[config.mk]
export PLATFORM = sky130hd
export DESIGN_NAME = vtb_fbuf_dma_reader_flat
export DESIGN_NICKNAME = d
export VERILOG_FILES = /design/src/rtl/vtb_fbuf_dma_reader_if.sv /design/src/rtl/vtb_fbuf_dma_reader.sv /design/src/flat_wrapper.sv
export SDC_FILE = /design/constraint.sdc
export NUM_CORES = 1
export LEC_CHECK = 0
export CAP_MARGIN = 5
export CORE_ASPECT_RATIO = 1.2
export CORE_MARGIN = 2
export CORE_UTILIZATION = 41
export DETAILED_ROUTE_END_ITERATION = 10
export GPL_TIMING_DRIVEN = 0
export HOLD_SLACK_MARGIN = 0.05
export PLACE_DENSITY_LB_ADDON = 0.25
export SLEW_MARGIN = 20
export SYNTH_ARGS = -nofsm -noshare
export SYNTH_HDL_FRONTEND = slang
export SYNTH_SLANG_ARGS = --single-unit
[constraint.sdc]
create_clock -name iSCLK -period 5.7 [get_ports iSCLK]
set_input_delay 1.14 -clock iSCLK [delete_from_list [all_inputs] [get_ports iSCLK]]
set_output_delay 1.14 -clock iSCLK [all_outputs]
set_load 0.01 [all_outputs]
[src/rtl/vtb_fbuf_dma_reader_if.sv]
`default_nettype none
// ============================================================================
// Module      : vtb_fbuf_dma_reader_if
// Description : UFI-bus read-master signal bundle between the frame-buffer
//               DMA reader (master) and the RAM slave / arbiter (slave).
// Revision    : 1.0 - initial release
// ============================================================================
interface vtb_fbuf_dma_reader_if #(
  parameter int pUsiBusWidth = 32,
  parameter int pUfiBusWidth = 16
);
  logic [pUsiBusWidth-1:0] oMUfiAdrs;
  logic                    oMUfiREd;
  logic                    oMUfiVd;
  logic                    oMUfiCmd;
  logic                    iMUfiRdy;
  logic [pUfiBusWidth-1:0] iMUfiRd;
  logic                    iMUfiREd;

  modport master (
    output oMUfiAdrs, oMUfiREd, oMUfiVd, oMUfiCmd,
    input  iMUfiRdy, iMUfiRd, iMUfiREd
  );

  modport slave (
    input  oMUfiAdrs, oMUfiREd, oMUfiVd, oMUfiCmd,
    output iMUfiRdy, iMUfiRd, iMUfiREd
  );
endinterface
`default_nettype wire

[src/rtl/vtb_fbuf_dma_reader.sv]
`default_nettype none
// ============================================================================
// Module      : vtb_fbuf_dma_reader
// Description : Double-buffered frame-buffer read DMA. Issues burst reads on
//               the UFI bus and pushes returned pixels into the video output
//               FIFO, throttled by a credit count of free FIFO slots.
// Revision    : 1.0 - initial release
// ============================================================================
module vtb_fbuf_dma_reader #(
  parameter int pUsiBusWidth  = 32,
  parameter int pUfiBusWidth  = 16,
  parameter int pMemAdrsWidth = 19,
  parameter int pFifoDepth    = 1024,
  parameter int pBurstLen     = 16
) (
  input  logic                     iSCLK,
  input  logic                     iSRST,
  input  logic                     iDmaEn,
  input  logic                     iFrameStart,
  input  logic                     iFbufSel,
  input  logic [pMemAdrsWidth-1:0] iFbufAdrs1,
  input  logic [pMemAdrsWidth-1:0] iFbufAdrs2,
  input  logic [pMemAdrsWidth-1:0] iFbufLen,
  vtb_fbuf_dma_reader_if.master    ufi,
  output logic [pUfiBusWidth-1:0]  oFifoWd,
  output logic                     oFifoWe,
  input  logic                     iFifoRe,
  output logic                     oFrameDone,
  output logic                     oLateErr,
  input  logic                     iLateErrClr
);

  localparam int cCntWidth   = $clog2(pFifoDepth + 1);
  localparam int cBurstWidth = $clog2(pBurstLen + 1);
  localparam logic [cCntWidth-1:0]     cCreditMax = cCntWidth'(pFifoDepth);
  localparam logic [cCntWidth-1:0]     cCntOne    = cCntWidth'(1);
  localparam logic [cBurstWidth-1:0]   cBurstMax  = cBurstWidth'(pBurstLen);
  localparam logic [pMemAdrsWidth-1:0] cBurstLenA = pMemAdrsWidth'(pBurstLen);

  typedef enum logic [2:0] {
    sIdle  = 3'd0,
    sWait  = 3'd1,
    sReq   = 3'd2,
    sGap   = 3'd3,
    sDrain = 3'd4
  } tState;

  tState                    rState;
  tState                    wStateNext;
  logic [pMemAdrsWidth-1:0] rBase;
  logic [pMemAdrsWidth-1:0] rOffset;
  logic [pMemAdrsWidth-1:0] rRemain;
  logic [cBurstWidth-1:0]   rBurst;
  logic [cCntWidth-1:0]     rCredit;
  logic [cCntWidth-1:0]     rOutst;
  logic                     rAborted;
  logic                     rLateErr;
  logic                     rFrameDone;
  logic [pUfiBusWidth-1:0]  rFifoWd;
  logic                     rFifoWe;

  logic                     wReqEn;
  logic                     wIssue;
  logic                     wRetire;
  logic                     wStart;
  logic                     wLate;
  logic                     wAbort;
  logic                     wDrainDone;
  logic [pMemAdrsWidth-1:0] wAdrs;
  logic [pMemAdrsWidth-1:0] wNeed;
  logic [pMemAdrsWidth-1:0] wRemainNext;
  logic [cBurstWidth-1:0]   wBurstNext;
  logic [cCntWidth-1:0]     wCreditNext;
  logic [cCntWidth-1:0]     wOutstNext;

  // Strobe is withdrawn the moment the DMA is disabled so no read slips out.
  assign wReqEn      = (rState == sReq) && iDmaEn;
  assign wIssue      = wReqEn && ufi.iMUfiRdy;
  // Returns with nothing outstanding (e.g. stale data after reset) are dropped.
  assign wRetire     = ufi.iMUfiREd && (rOutst != '0);
  assign wStart      = iFrameStart && iDmaEn && (rState == sIdle);
  assign wLate       = iFrameStart && (rState != sIdle);
  assign wDrainDone  = (rState == sDrain) && (rOutst == '0);
  assign wAdrs       = rBase + rOffset;
  assign wNeed       = (rRemain >= cBurstLenA) ? cBurstLenA : rRemain;
  assign wRemainNext = rRemain - pMemAdrsWidth'(wIssue);
  assign wBurstNext  = rBurst + cBurstWidth'(wIssue);
  assign wOutstNext  = rOutst + cCntWidth'(wIssue) - cCntWidth'(wRetire);

  assign ufi.oMUfiAdrs = pUsiBusWidth'(wAdrs);
  assign ufi.oMUfiREd  = wReqEn;
  assign ufi.oMUfiVd   = (rState == sReq);
  assign ufi.oMUfiCmd  = 1'b1;
  assign oFifoWd       = rFifoWd;
  assign oFifoWe       = rFifoWe;
  assign oFrameDone    = rFrameDone;
  assign oLateErr      = rLateErr;

  // Credit update: an issue consumes a slot, a pop frees one, capped at depth.
  always_comb begin
    wCreditNext = rCredit;
    if (wIssue && !iFifoRe) begin
      wCreditNext = rCredit - cCntOne;
    end else if (!wIssue && iFifoRe && (rCredit != cCreditMax)) begin
      wCreditNext = rCredit + cCntOne;
    end
  end

  // Next-state decode; any state that could still issue falls to DRAIN on disable.
  always_comb begin
    wStateNext = rState;
    wAbort     = 1'b0;
    case (rState)
      sIdle: begin
        if (wStart) begin
          wStateNext = (iFbufLen == '0) ? sDrain : sWait;
        end
      end
      sWait: begin
        if (!iDmaEn) begin
          wStateNext = sDrain;
          wAbort     = 1'b1;
        end else if (32'(rCredit) >= 32'(wNeed)) begin
          wStateNext = sReq;
        end
      end
      sReq: begin
        if (!iDmaEn) begin
          wStateNext = sDrain;
          wAbort     = 1'b1;
        end else if ((wBurstNext == cBurstMax) || (wCreditNext == '0) ||
                     (wRemainNext == '0)) begin
          wStateNext = sGap;
        end
      end
      sGap: begin
        if (!iDmaEn) begin
          wStateNext = sDrain;
          wAbort     = 1'b1;
        end else begin
          wStateNext = (rRemain != '0) ? sWait : sDrain;
        end
      end
      sDrain: begin
        if (rOutst == '0) begin
          wStateNext = sIdle;
        end
      end
      default: wStateNext = sIdle;
    endcase
  end

  // State register.
  always_ff @(posedge iSCLK or posedge iSRST) begin
    if (iSRST) begin
      rState <= sIdle;
    end else begin
      rState <= wStateNext;
    end
  end

  // Per-frame address, length and burst bookkeeping.
  always_ff @(posedge iSCLK or posedge iSRST) begin
    if (iSRST) begin
      rBase    <= '0;
      rOffset  <= '0;
      rRemain  <= '0;
      rBurst   <= '0;
      rAborted <= 1'b0;
    end else if (wStart) begin
      rBase    <= iFbufSel ? iFbufAdrs2 : iFbufAdrs1;
      rOffset  <= '0;
      rRemain  <= iFbufLen;
      rBurst   <= '0;
      rAborted <= 1'b0;
    end else begin
      if (wIssue) begin
        rOffset <= rOffset + pMemAdrsWidth'(1);
        rRemain <= wRemainNext;
        rBurst  <= wBurstNext;
      end
      if (rState == sGap) begin
        rBurst <= '0;
      end
      if (wAbort) begin
        rAborted <= 1'b1;
      end
    end
  end

  // Credit and in-flight read counters.
  always_ff @(posedge iSCLK or posedge iSRST) begin
    if (iSRST) begin
      rCredit <= cCreditMax;
      rOutst  <= '0;
    end else begin
      rCredit <= wCreditNext;
      rOutst  <= wOutstNext;
    end
  end

  // Read data path: one register stage from the bus into the FIFO.
  always_ff @(posedge iSCLK or posedge iSRST) begin
    if (iSRST) begin
      rFifoWd <= '0;
      rFifoWe <= 1'b0;
    end else begin
      rFifoWd <= ufi.iMUfiRd;
      rFifoWe <= wRetire;
    end
  end

  // Status: frame-done pulse (not for aborted frames) and sticky late-start flag.
  always_ff @(posedge iSCLK or posedge iSRST) begin
    if (iSRST) begin
      rFrameDone <= 1'b0;
      rLateErr   <= 1'b0;
    end else begin
      rFrameDone <= wDrainDone && !rAborted;
      if (wLate) begin
        rLateErr <= 1'b1;
      end else if (iLateErrClr) begin
        rLateErr <= 1'b0;
      end
    end
  end

endmodule
`default_nettype wire

[src/flat_wrapper.sv]
// flat-port wrapper written by rule: the top's interface ports become plain ports
module vtb_fbuf_dma_reader_flat 
#(
  parameter int pUsiBusWidth  = 32,
  parameter int pUfiBusWidth  = 16,
  parameter int pMemAdrsWidth = 19,
  parameter int pFifoDepth    = 1024,
  parameter int pBurstLen     = 16
)
  (iSCLK, iSRST, iDmaEn, iFrameStart, iFbufSel, iFbufAdrs1, iFbufAdrs2, iFbufLen, oFifoWd, oFifoWe, iFifoRe, oFrameDone, oLateErr, iLateErrClr, ufi_oMUfiAdrs, ufi_oMUfiREd, ufi_oMUfiVd, ufi_oMUfiCmd, ufi_iMUfiRdy, ufi_iMUfiRd, ufi_iMUfiREd);
  vtb_fbuf_dma_reader_if #(.pUsiBusWidth(pUsiBusWidth), .pUfiBusWidth(pUfiBusWidth)) ufi_i ();
  input  logic iSCLK;
  input  logic iSRST;
  input  logic iDmaEn;
  input  logic iFrameStart;
  input  logic iFbufSel;
  input  logic [pMemAdrsWidth-1:0] iFbufAdrs1;
  input  logic [pMemAdrsWidth-1:0] iFbufAdrs2;
  input  logic [pMemAdrsWidth-1:0] iFbufLen;
  output logic [pUfiBusWidth-1:0] oFifoWd;
  output logic oFifoWe;
  input  logic iFifoRe;
  output logic oFrameDone;
  output logic oLateErr;
  input  logic iLateErrClr;
  output wire logic [$bits(ufi_i.oMUfiAdrs)-1:0] ufi_oMUfiAdrs;
  output wire logic [$bits(ufi_i.oMUfiREd)-1:0] ufi_oMUfiREd;
  output wire logic [$bits(ufi_i.oMUfiVd)-1:0] ufi_oMUfiVd;
  output wire logic [$bits(ufi_i.oMUfiCmd)-1:0] ufi_oMUfiCmd;
  input wire logic [$bits(ufi_i.iMUfiRdy)-1:0] ufi_iMUfiRdy;
  input wire logic [$bits(ufi_i.iMUfiRd)-1:0] ufi_iMUfiRd;
  input wire logic [$bits(ufi_i.iMUfiREd)-1:0] ufi_iMUfiREd;
  assign ufi_oMUfiAdrs = ufi_i.oMUfiAdrs;
  assign ufi_oMUfiREd = ufi_i.oMUfiREd;
  assign ufi_oMUfiVd = ufi_i.oMUfiVd;
  assign ufi_oMUfiCmd = ufi_i.oMUfiCmd;
  assign ufi_i.iMUfiRdy = ufi_iMUfiRdy;
  assign ufi_i.iMUfiRd = ufi_iMUfiRd;
  assign ufi_i.iMUfiREd = ufi_iMUfiREd;
  vtb_fbuf_dma_reader #(.pUsiBusWidth(pUsiBusWidth), .pUfiBusWidth(pUfiBusWidth), .pMemAdrsWidth(pMemAdrsWidth), .pFifoDepth(pFifoDepth), .pBurstLen(pBurstLen)) u_core (.iSCLK(iSCLK), .iSRST(iSRST), .iDmaEn(iDmaEn), .iFrameStart(iFrameStart), .iFbufSel(iFbufSel), .iFbufAdrs1(iFbufAdrs1), .iFbufAdrs2(iFbufAdrs2), .iFbufLen(iFbufLen), .ufi(ufi_i), .oFifoWd(oFifoWd), .oFifoWe(oFifoWe), .iFifoRe(iFifoRe), .oFrameDone(oFrameDone), .oLateErr(oLateErr), .iLateErrClr(iLateErrClr));
endmodule
# Word level (Yosys, flattened, before mapping)
# Cells that the tools add are included.
[classes]
addsub = 8
n_lt_le_gt_ge = 2
n_eq_ne = 10
n_mux = 27
reduce_logical = 30
[ops]
columns = ["operator", "count"]
rows = [
  ["$mux 19", 6],
  ["$logic_not 19->1", 2],
  ["$mux 3", 9],
  ["$logic_not 11->1", 2],
  ["$mux 11", 2],
  ["$add 19x1->19 const B", 1],
  ["$add 19x19->19", 1],
  ["$ge 11x19->1", 1],
  ["$ge 19x5->1 const B", 1],
  ["$reduce_bool 19->1", 1],
  ["$sub 19x1->19", 1],
  ["$mux 5", 3],
  ["$pmux 3 s5", 1],
  ["$add 11x1->11", 1],
  ["$add 11x1->11 const B", 1],
  ["$logic_and 1x1->1", 11],
  ["$ne 11x11->1 const B", 1],
  ["$reduce_bool 11->1", 1],
  ["$sub 11x1->11", 1],
  ["$sub 11x1->11 const B", 1],
  ["$eq 3x2->1 const B", 2],
  ["$mux 1", 6],
  ["$ne 3x2->1 const B", 2],
  ["$reduce_bool 2->1", 3],
  ["12 further kinds", 16],
]
[word_totals]
register_bits = 107
out_inout_bits = 54
word_cells = 89

# Depth between registers and ports, before layout
# Gate-level depths: netlist of the first run.
[logic_depth]
depth_word = 14
mapped_depth = 18
ltp_nobuf = 18

# Least setup slack after synthesis of the first run
# Ideal clock, no wire load.
[synth_path]
path_type = "input to register"
startpoint = "input port iDmaEn"
endpoint = "register u_core.rRemain[16]"
setup_time_ns = 0.120
t_arrival_ns = 3.967
required_ns = 5.580
path_slack_ns = 1.613
stages = 14
path_cell_list = "nand4bb_4 clkinv_1 nand2_2 inv_1 buf_4 clkbuf_1 ha_1 ha_1 clkbuf_1 and4b_4 nand2_2 or2_4 or4_4 a31o_1"
[synth_between]
elab_chain_cells = 5
elab_cells_between_ends = 8
cone_classes = "add/sub (1); mux (2); reduce/logical (5)"
[synth_lines]
columns = ["element", "line", "text"]
rows = [
  ["from (decl)", "flat_wrapper.sv:14", "input logic iDmaEn;"],
  ["$logic_and 1x1->1 *", "vtb_fbuf_dma_reader.sv:77", "assign wReqEn = (rState == sReq) && iDmaEn;"],
  ["net ufi_oMUfiREd", "flat_wrapper.sv:27", "output wire logic [$bits(ufi_i.oMUfiREd)-1:0] ufi_oMUfiREd;"],
  ["$logic_and 1x1->1 *", "vtb_fbuf_dma_reader.sv:78", "assign wIssue = wReqEn && ufi.iMUfiRdy;"],
  ["$sub 19x1->19", "vtb_fbuf_dma_reader.sv:86", "assign wRemainNext = rRemain - pMemAdrsWidth'(wIssue);"],
  ["$mux 19", "vtb_fbuf_dma_reader.sv:177", "if (wIssue) begin"],
  ["$mux 19", "vtb_fbuf_dma_reader.sv:170", "end else if (wStart) begin"],
  ["to (signal assigned)", "vtb_fbuf_dma_reader.sv:173", "rRemain <= iFbufLen;"],
  ["to (signal assigned)", "vtb_fbuf_dma_reader.sv:179", "rRemain <= wRemainNext;"],
  ["to (decl)", "vtb_fbuf_dma_reader.sv:52", "logic [pMemAdrsWidth-1:0] rRemain;"],
]
# The timed path passes the listed nets; every way through them passes the cells marked *. The select of a mux whose other input is x is not followed.
# A chain may end at the register's enable or synchronous reset.

# Worst setup path in the final report of the first run
[layout_path]
startpoint = "input port iDmaEn"
endpoint = "register u_core.rRemain[16]"
[layout_between]
elab_chain_cells = 5
elab_cells_between_ends = 8
cone_classes = "add/sub (1); mux (2); reduce/logical (5)"
[layout_lines]
columns = ["element", "line"]
rows = [
  ["$logic_and 1x1->1", "vtb_fbuf_dma_reader.sv:77"],
  ["$logic_and 1x1->1", "vtb_fbuf_dma_reader.sv:78"],
  ["$sub 19x1->19", "vtb_fbuf_dma_reader.sv:86"],
  ["$mux 19", "vtb_fbuf_dma_reader.sv:177"],
  ["$mux 19", "vtb_fbuf_dma_reader.sv:170"],
]
# Several ways; a longest one is shown, not always the timed one. The select of a mux whose other input is x is not followed.

==> impl_metrics.py, run 1 <==
metrics = {
    "outcome": {
        "status": "complete, no violations",
    },
    "logic_synthesis": {
        "synth_fa_ha_area_share_pct": 9.67,
        "synth_compound_area_share_pct": 15.2,
        "yosysSeqAreaShare_pct": 38.2,
        "synthSimpleGateAreaFrac_pct": 19.9,
        "syn-cell-area_um2": 7010,
        "synth_top_family_by_area": "simple AND/OR/NAND/NOR gates",
        "ys.flop_type": "dfrtp_1",
        "synth-seq-cells": 107,
        "syn_area_per_cell_um2": 9.22,
        "synth-edff-count": 0,
        "syn_inst": 761,
        "synth_cell_type_count": 74,
        "synth_xor_area_share_pct": 7.74,
        "yosys-mux-area-fraction_pct": 3.16,
        "yosys_warnings": 0,
        "async_flop_share_pct": 100,
    },
    "layout": {
        "final_common_cell": "clkdlybuf4s50_1",
        "antenna_cells": 0,
        "fin_cells": 1131,
        "syn_to_final_growth_pct": 26.7,
        "fillers": 1560,
        "final_area_um2": 8890,
        "layout_common_cells": "119 x clkdlybuf4s50_1, 106 x dfrtp_1, 74 x nand2_1",
        "nets": 1045,
        "fin_util_pct": 53.0,
        "drive_gt1_share_pct": 6.78,
    },
    "die": {
        "coreArea_um2": 16800,
        "fp.dieH_um": 147,
        "rows": 52,
        "ios": 136,
        "dieArea_um2": 18200,
        "initial_utilization_pct": 41.8,
        "fp.dieW_um": 123,
    },
    "sta": {
        "finalCriticalPeriod_ps": 5240,
        "fmax_mhz": 191,
        "drv_slew": 0,
        "hold_viol": 0,
        "whs_ps": 436,
        "tightest_slew_ps": 781,
        "rsz0062_at_grt": "false",
        "setup_tns_ps": 0,
        "skew_ps": 6.71,
        "fin_ws_ps": 459,
        "period_share_pct": 91.9,
        "finalSetupViolCount": 0,
        "slew_headroom_pct": 48.0,
    },
    "global_routing": {
        "gr-total-overflow": 0,
        "grt_max_degree": 70,
        "grt_use_total_pct": 19.5,
        "antenna_found_initial": 0,
        "grt_pass1_vias": 5737,
        "grt_pass1_wl_um": 28000,
    },
    "clocking": {
        "postCtsSetupBuffers": 0,
        "h-tree-depth": 3,
        "cts_max_path_buffers": 2,
        "clock-sinks": 107,
        "cts-root-buf": "clkbuf_16",
        "ctsHoldBuffers": 0,
        "cts_buffers": 9,
        "cts.clk_slew.worst_paths_ps": 70,
        "cts_resized": 0,
        "clk_latency_ps": 360,
        "cts_tree": "built",
    },
    "min_path": {
        "hp-class": "reg2reg",
        "worstHoldStart": "u_core.rAborted",
        "holdPathStages": 1,
    },
    "critical_path": {
        "required_ps": 5960,
        "r2r_start": "u_core.rState[2]",
        "critPathKind": "in2reg",
        "cp.arrival_ps": 5500,
        "r2r_cells": 15,
        "start_kind": "input port",
        "end_kind": "flip-flop",
        "startpoint": "iDmaEn",
        "cp_max_fo": 12,
    },
    "routing": {
        "wirelength_um": 17300,
        "wire_per_inst_um": 15.3,
        "first_pass_iters": 5,
        "drtIter0Drc": 352,
        "drcViolationCount": 0,
        "vias_per_cell": 5.28,
        "ant_nets": 0,
        "vias": 5976,
    },
    "power": {
        "finalPower_mw": 3.52,
        "ir_drop_uv": 187,
        "total_leakage_power_nw": 4.00,
        "power_density_nw_per_um2": 396,
    },
    "place": {
        "gp_congestion": 0.865,
        "dp_cells": 1115,
        "portBuffers": 119,
        "pre_cts_slack_ps": 82.9,
        "post-dp-hpwl_um": 13000,
        "placed_cell_area_um2": 8580,
    },
    "flow_run": {
        "drv_cap": 0,
    },
}
## area by class of cell
cell class | instances | area [um^2] | share of cell area [%]
Timing Repair Buffer | 120 | 1220 | 13.7
Multi-Input combinational cell | 583 | 3980 | 44.7
Tap cell | 216 | 270 | 3.04
Buffer | 43 | 254 | 2.86
Clock inverter | 4 | 57.6 | 0.647
Clock buffer | 12 | 256 | 2.89
Inverter | 46 | 178 | 2.00
Sequential cell | 107 | 2680 | 30.1
## flip-flops by register name, indices dropped and copies added (netlist names)
| register | cells |
|---|---|
| u_core.oLateErr | 1 |
| u_core.oFrameDone | 1 |
| u_core.rRemain | 19 |
| u_core.rAborted | 1 |
| u_core.rBase | 19 |
| u_core.oFifoWd | 16 |
| u_core.oFifoWe | 1 |
| u_core.rBurst | 5 |
| u_core.rOutst | 11 |
| u_core.rState | 3 |
| u_core.rCredit | 11 |
| u_core.rOffset | 19 |
## worst max-delay path, stage by stage
cell and delay [ps]:
clkdlybuf4s50_1 640, nand4bb_4 160, clkinv_1 180, nand2_2 180, inv_1 200, buf_4 240
clkbuf_1 570, ha_1 360, ha_1 200, clkbuf_1 330, and4b_4 330, nand2_2 60
or2_4 240, or4_4 420, a31o_1 220
## cells in the mapped netlist, drive strengths merged (3+ instances only)
| library cell | count | area share, % |
|---|---|---|
| dfrtp | 106 | 38 |
| nand2 | 76 | 4.1 |
| nor2 | 63 | 3.4 |
| ha | 51 | 9.1 |
| o21ai | 51 | 3.6 |
| inv | 45 | 2.4 |
| xnor2 | 36 | 4.5 |
| a21oi | 30 | 2.1 |
| nand3 | 27 | 1.9 |
| xor2 | 26 | 3.2 |
| buf | 23 | 2.5 |
| mux2i | 21 | 3.0 |
| clkbuf | 20 | 1.1 |
| nor3 | 18 | 1.3 |
| nor4 | 14 | 1.7 |
| nand4 | 13 | 1.2 |
| a21o | 9 | 0.96 |
| o311ai | 8 | 1.0 |
| and3 | 7 | 0.62 |
| o211ai | 7 | 0.82 |
| o21bai | 7 | 0.75 |
| or4 | 7 | 0.86 |
| nand2b | 6 | 0.54 |
| o31ai | 6 | 0.64 |
| or3 | 6 | 0.54 |
| nor4b | 5 | 0.80 |
| a31o | 4 | 0.50 |
| a31oi | 4 | 0.36 |
| a32oi | 4 | 0.50 |
| and2 | 4 | 0.36 |
| and4 | 4 | 0.50 |
| nor2b | 4 | 0.36 |
| or2 | 4 | 0.39 |
| a211oi | 3 | 0.32 |
| a221o | 3 | 0.43 |
| o2111ai | 3 | 0.37 |
| o31a | 3 | 0.37 |
## routing by layer
layer / track usage (%) / wire, um / up-vias
li1: - / - / 2982
met1: 24.3 / 7340 / 2823
met2: 33.5 / 8730 / 144
met3: 2.68 / 756 / 27
met4: 8.13 / 489 / 0
met5: 0 / 0 / -
## final timing paths
check                      slack (ps)            endpoint
setup / recovery                  460  u_core.rRemain[16]
hold / removal                    440   u_core.oFrameDone
setup reg to reg                 1330  u_core.rRemain[16]
hold reg to reg                   440   u_core.oFrameDone
max in group asynchronous        3870   u_core.rRemain[1]
min in group asynchronous        1160   u_core.oFifoWd[1]
## cell families after synthesis
| kind of cell | after synthesis |
|---|---|
| flip-flops | 107 |
| XOR/XNOR | 62 |
| AND/OR/NAND/NOR | 266 |
| multiplexers | 22 |
| adder cells (fa/ha/maj) | 53 |
| AO/OA/AOI/OAI | 160 |
| other | 2 |
| buffers and inverters | 89 |
## power breakdown
group          switching [mW]  leakage (nW)  total, mW  internal [mW]
logic                   0.868          2.50       1.65          0.786
registers               0.212          1.35       1.20          0.988
clock network           0.300         0.151      0.669          0.369
No activity file was read; power rests on OpenSTA's default activity.
==> inputs of run 2 (changes only) <==
Settings changed: DONT_BUFFER_PORTS set to 1, PLACE_DENSITY set to 0.52, PLACE_DENSITY_LB_ADDON 0.25 to unset, TNS_END_PERCENT set to 1.
==> run 2 against run 1 <==
Against the previous run: sequential power about the same; clock-buffer cell count decreased by 3; register-to-register slack lost 90 ps; via count down 6.6%; global-route usage rose by 0.16 points; utilization shrank 7.0 points; cell area shrank 13%; hold slack improved by 17 ps; combinational power fell by 12%; clock skew grew 2.1 ps; critical path type unchanged.
==> impl_metrics.py, run 2 (synthesis gave the netlist of run 1 again) <==
metrics = {
    "outcome": {
        "status": "complete, no violations",
    },
    "sta": {
        "finalCriticalPeriod_ps": 4660,
        "fin_ws_ps": 1040,
        "setup_tns_ps": 0,
        "drv_slew": 0,
        "rsz0062_at_grt": "false",
        "tightest_slew_ps": 773,
        "finalSetupViolCount": 0,
        "hold_viol": 0,
        "fmax_mhz": 215,
        "whs_ps": 453,
        "period_share_pct": 81.7,
        "skew_ps": 8.85,
        "slew_headroom_pct": 48.5,
    },
    "critical_path": {
        "path_cells": "clkbuf_1, nand2_2, inv_1, buf_4, clkbuf_1, ha_1, inv_1, fa_1, nand2b_1, a21oi_1, o21ai_0, a21oi_1, o211ai_1, a21boi_0, mux2i_1, o311ai_0",
        "critPathKind": "in2reg",
        "path_buf_inv": 5,
        "start_kind": "input port",
        "slowest_stage": "clkbuf_1",
        "r2r_start": "u_core.rState[1]",
        "end_kind": "flip-flop",
        "required_ps": 5920,
        "cp.arrival_ps": 4880,
        "cp_top_family": "buffers and inverters",
        "cp_max_fo": 12,
        "crit_path_max_incr_delay_ps": 550,
        "startpoint": "ufi_iMUfiRdy",
    },
    "place": {
        "pre_cts_slack_ps": 671,
        "placed_cell_area_um2": 7380,
        "portBuffers": 0,
        "gp_congestion": 0.906,
        "post-dp-hpwl_um": 13500,
    },
    "global_routing": {
        "antenna_found_initial": 0,
        "grt_pass1_vias": 5602,
        "grt_max_degree": 56,
        "gr-total-overflow": 0,
        "grt_pass1_wl_um": 28200,
        "grt_use_total_pct": 19.7,
    },
    "power": {
        "total_leakage_power_nw": 3.54,
        "combPwrFrac_pct": 43.7,
        "p_int_mw": 1.92,
        "switching_power_mw": 1.41,
        "ir_drop_uv": 207,
        "p_clk_share_pct": 20.0,
        "p_seq_share_pct": 36.3,
        "power_density_nw_per_um2": 432,
        "p_sw_share_pct": 42.3,
    },
    "die": {
        "fp.dieW_um": 123,
        "rows": 52,
        "fp.dieH_um": 147,
        "ios": 136,
        "coreArea_um2": 16800,
        "dieArea_um2": 18200,
        "initial_utilization_pct": 41.8,
    },
    "clocking": {
        "cts-root-buf": "clkbuf_16",
        "ctsHoldBuffers": 0,
        "cts.clk_slew.worst_paths_ps": 80,
        "clk_latency_ps": 360,
        "cts_resized": 0,
        "cts_max_path_buffers": 2,
        "h-tree-depth": 3,
        "cts_buffers": 9,
        "clock-sinks": 107,
        "cts_tree": "built",
        "postCtsSetupBuffers": 0,
    },
    "layout": {
        "nets": 926,
        "layout_common_cells": "106 x dfrtp_1, 74 x nand2_1, 63 x nor2_1",
        "fillers": 1620,
        "final_common_cell": "dfrtp_1",
        "final_area_um2": 7710,
        "antenna_cells": 0,
        "drive_gt1_share_pct": 7.91,
        "syn_to_final_growth_pct": 9.90,
        "reg_top3": "u_core.rBase x19, u_core.rOffset x19, u_core.rRemain x19",
    },
    "routing": {
        "vias_per_cell": 5.51,
        "first_pass_iters": 5,
        "wirelength_um": 17400,
        "drtIter0Drc": 271,
        "vias": 5580,
        "wire_per_inst_um": 17.2,
        "drcViolationCount": 0,
        "ant_nets": 0,
    },
    "min_path": {
        "worstHoldStart": "u_core.rAborted",
        "hp-class": "reg2reg",
    },
    "flow_run": {
        "drv_cap": 0,
    },
}
[run 2: changes by cell type in the layout (fill, tap and decap cells not counted), moves of 2 or more]
cell,previous run,this run
clkdlybuf4s50_1,119,0
clkinv_8,0,3
clkbuf_8,2,0
inv_8,1,3
[run 2: per-stage QoR]
step                std cells  power (mW)  utilization [%]
CTS                      1012        3.36             45.9
finish                   1012        3.33             45.9
detailed placement        996        2.68             44.0
floorplan                 779        2.33                -
global route             1012        3.59             45.9
global placement          995        2.62             43.8
[run 2: area by class of cell]
class / count / area, um^2 / area share [%]
multi-input combinational: 583 / 3980 / 51.6
clock inverter: 7 / 98.8 / 1.28
tap: 216 / 270 / 3.51
buffer: 43 / 254 / 3.29
sequential: 107 / 2680 / 34.8
inverter: 46 / 178 / 2.30
timing repair buffer: 1 / 27.5 / 0.357
clock buffer: 9 / 225 / 2.92
[run 2: worst paths after layout]
check / end / slack, ps / cells past startpoint
worst min-delay path: u_core.oFrameDone / 450 / 1
worst max register to register: u_core.rOutst[10] / 1240 / 17
worst max-delay path: u_core.rOutst[10] / 1040 / 16
max in group asynchronous: u_core.rRemain[10] / 4350 / 2
min in group asynchronous: u_core.oFifoWd[3] / 680 / 1
worst min register to register: u_core.oFrameDone / 450 / 1
[run 2: power groups by stage]
stage | clock network [mW] | logic (mW) | registers [mW]
final | 0.665 | 1.45 | 1.21
after floorplan | 0 | 1.17 | 1.15
after CTS | 0.685 | 1.47 | 1.21
after global placement | 0 | 1.41 | 1.21
after global routing | 0.712 | 1.64 | 1.24
after detailed placement | 0 | 1.46 | 1.22
[run 2: metal layers]
metal / vias up / global-route usage, % / share of wire, %
met2: 96 / 34.5 / 51
met3: 24 / 3.03 / 3.4
met1: 2712 / 24.3 / 43
met5: - / 0 / 0
met4: 0 / 6.65 / 2.0
li1: 2748 / - / -
==> inputs of run 3 (changes only) <==
Clock period 5.7 ns to 4.9 ns, I/O delays scaled along.
==> results of run 3 <==
Same layout as run 2 (identical final DEF). Status: complete, no violations.
Main changes from that run: setup slack after placement 671 ps -> 31.1 ps; setup slack after layout 1040 ps -> 401 ps; register-to-register setup slack 1240 ps -> 440 ps; total power 3.33 mW -> 3.87 mW; worst IR drop on VDD 207 uV -> 240 uV
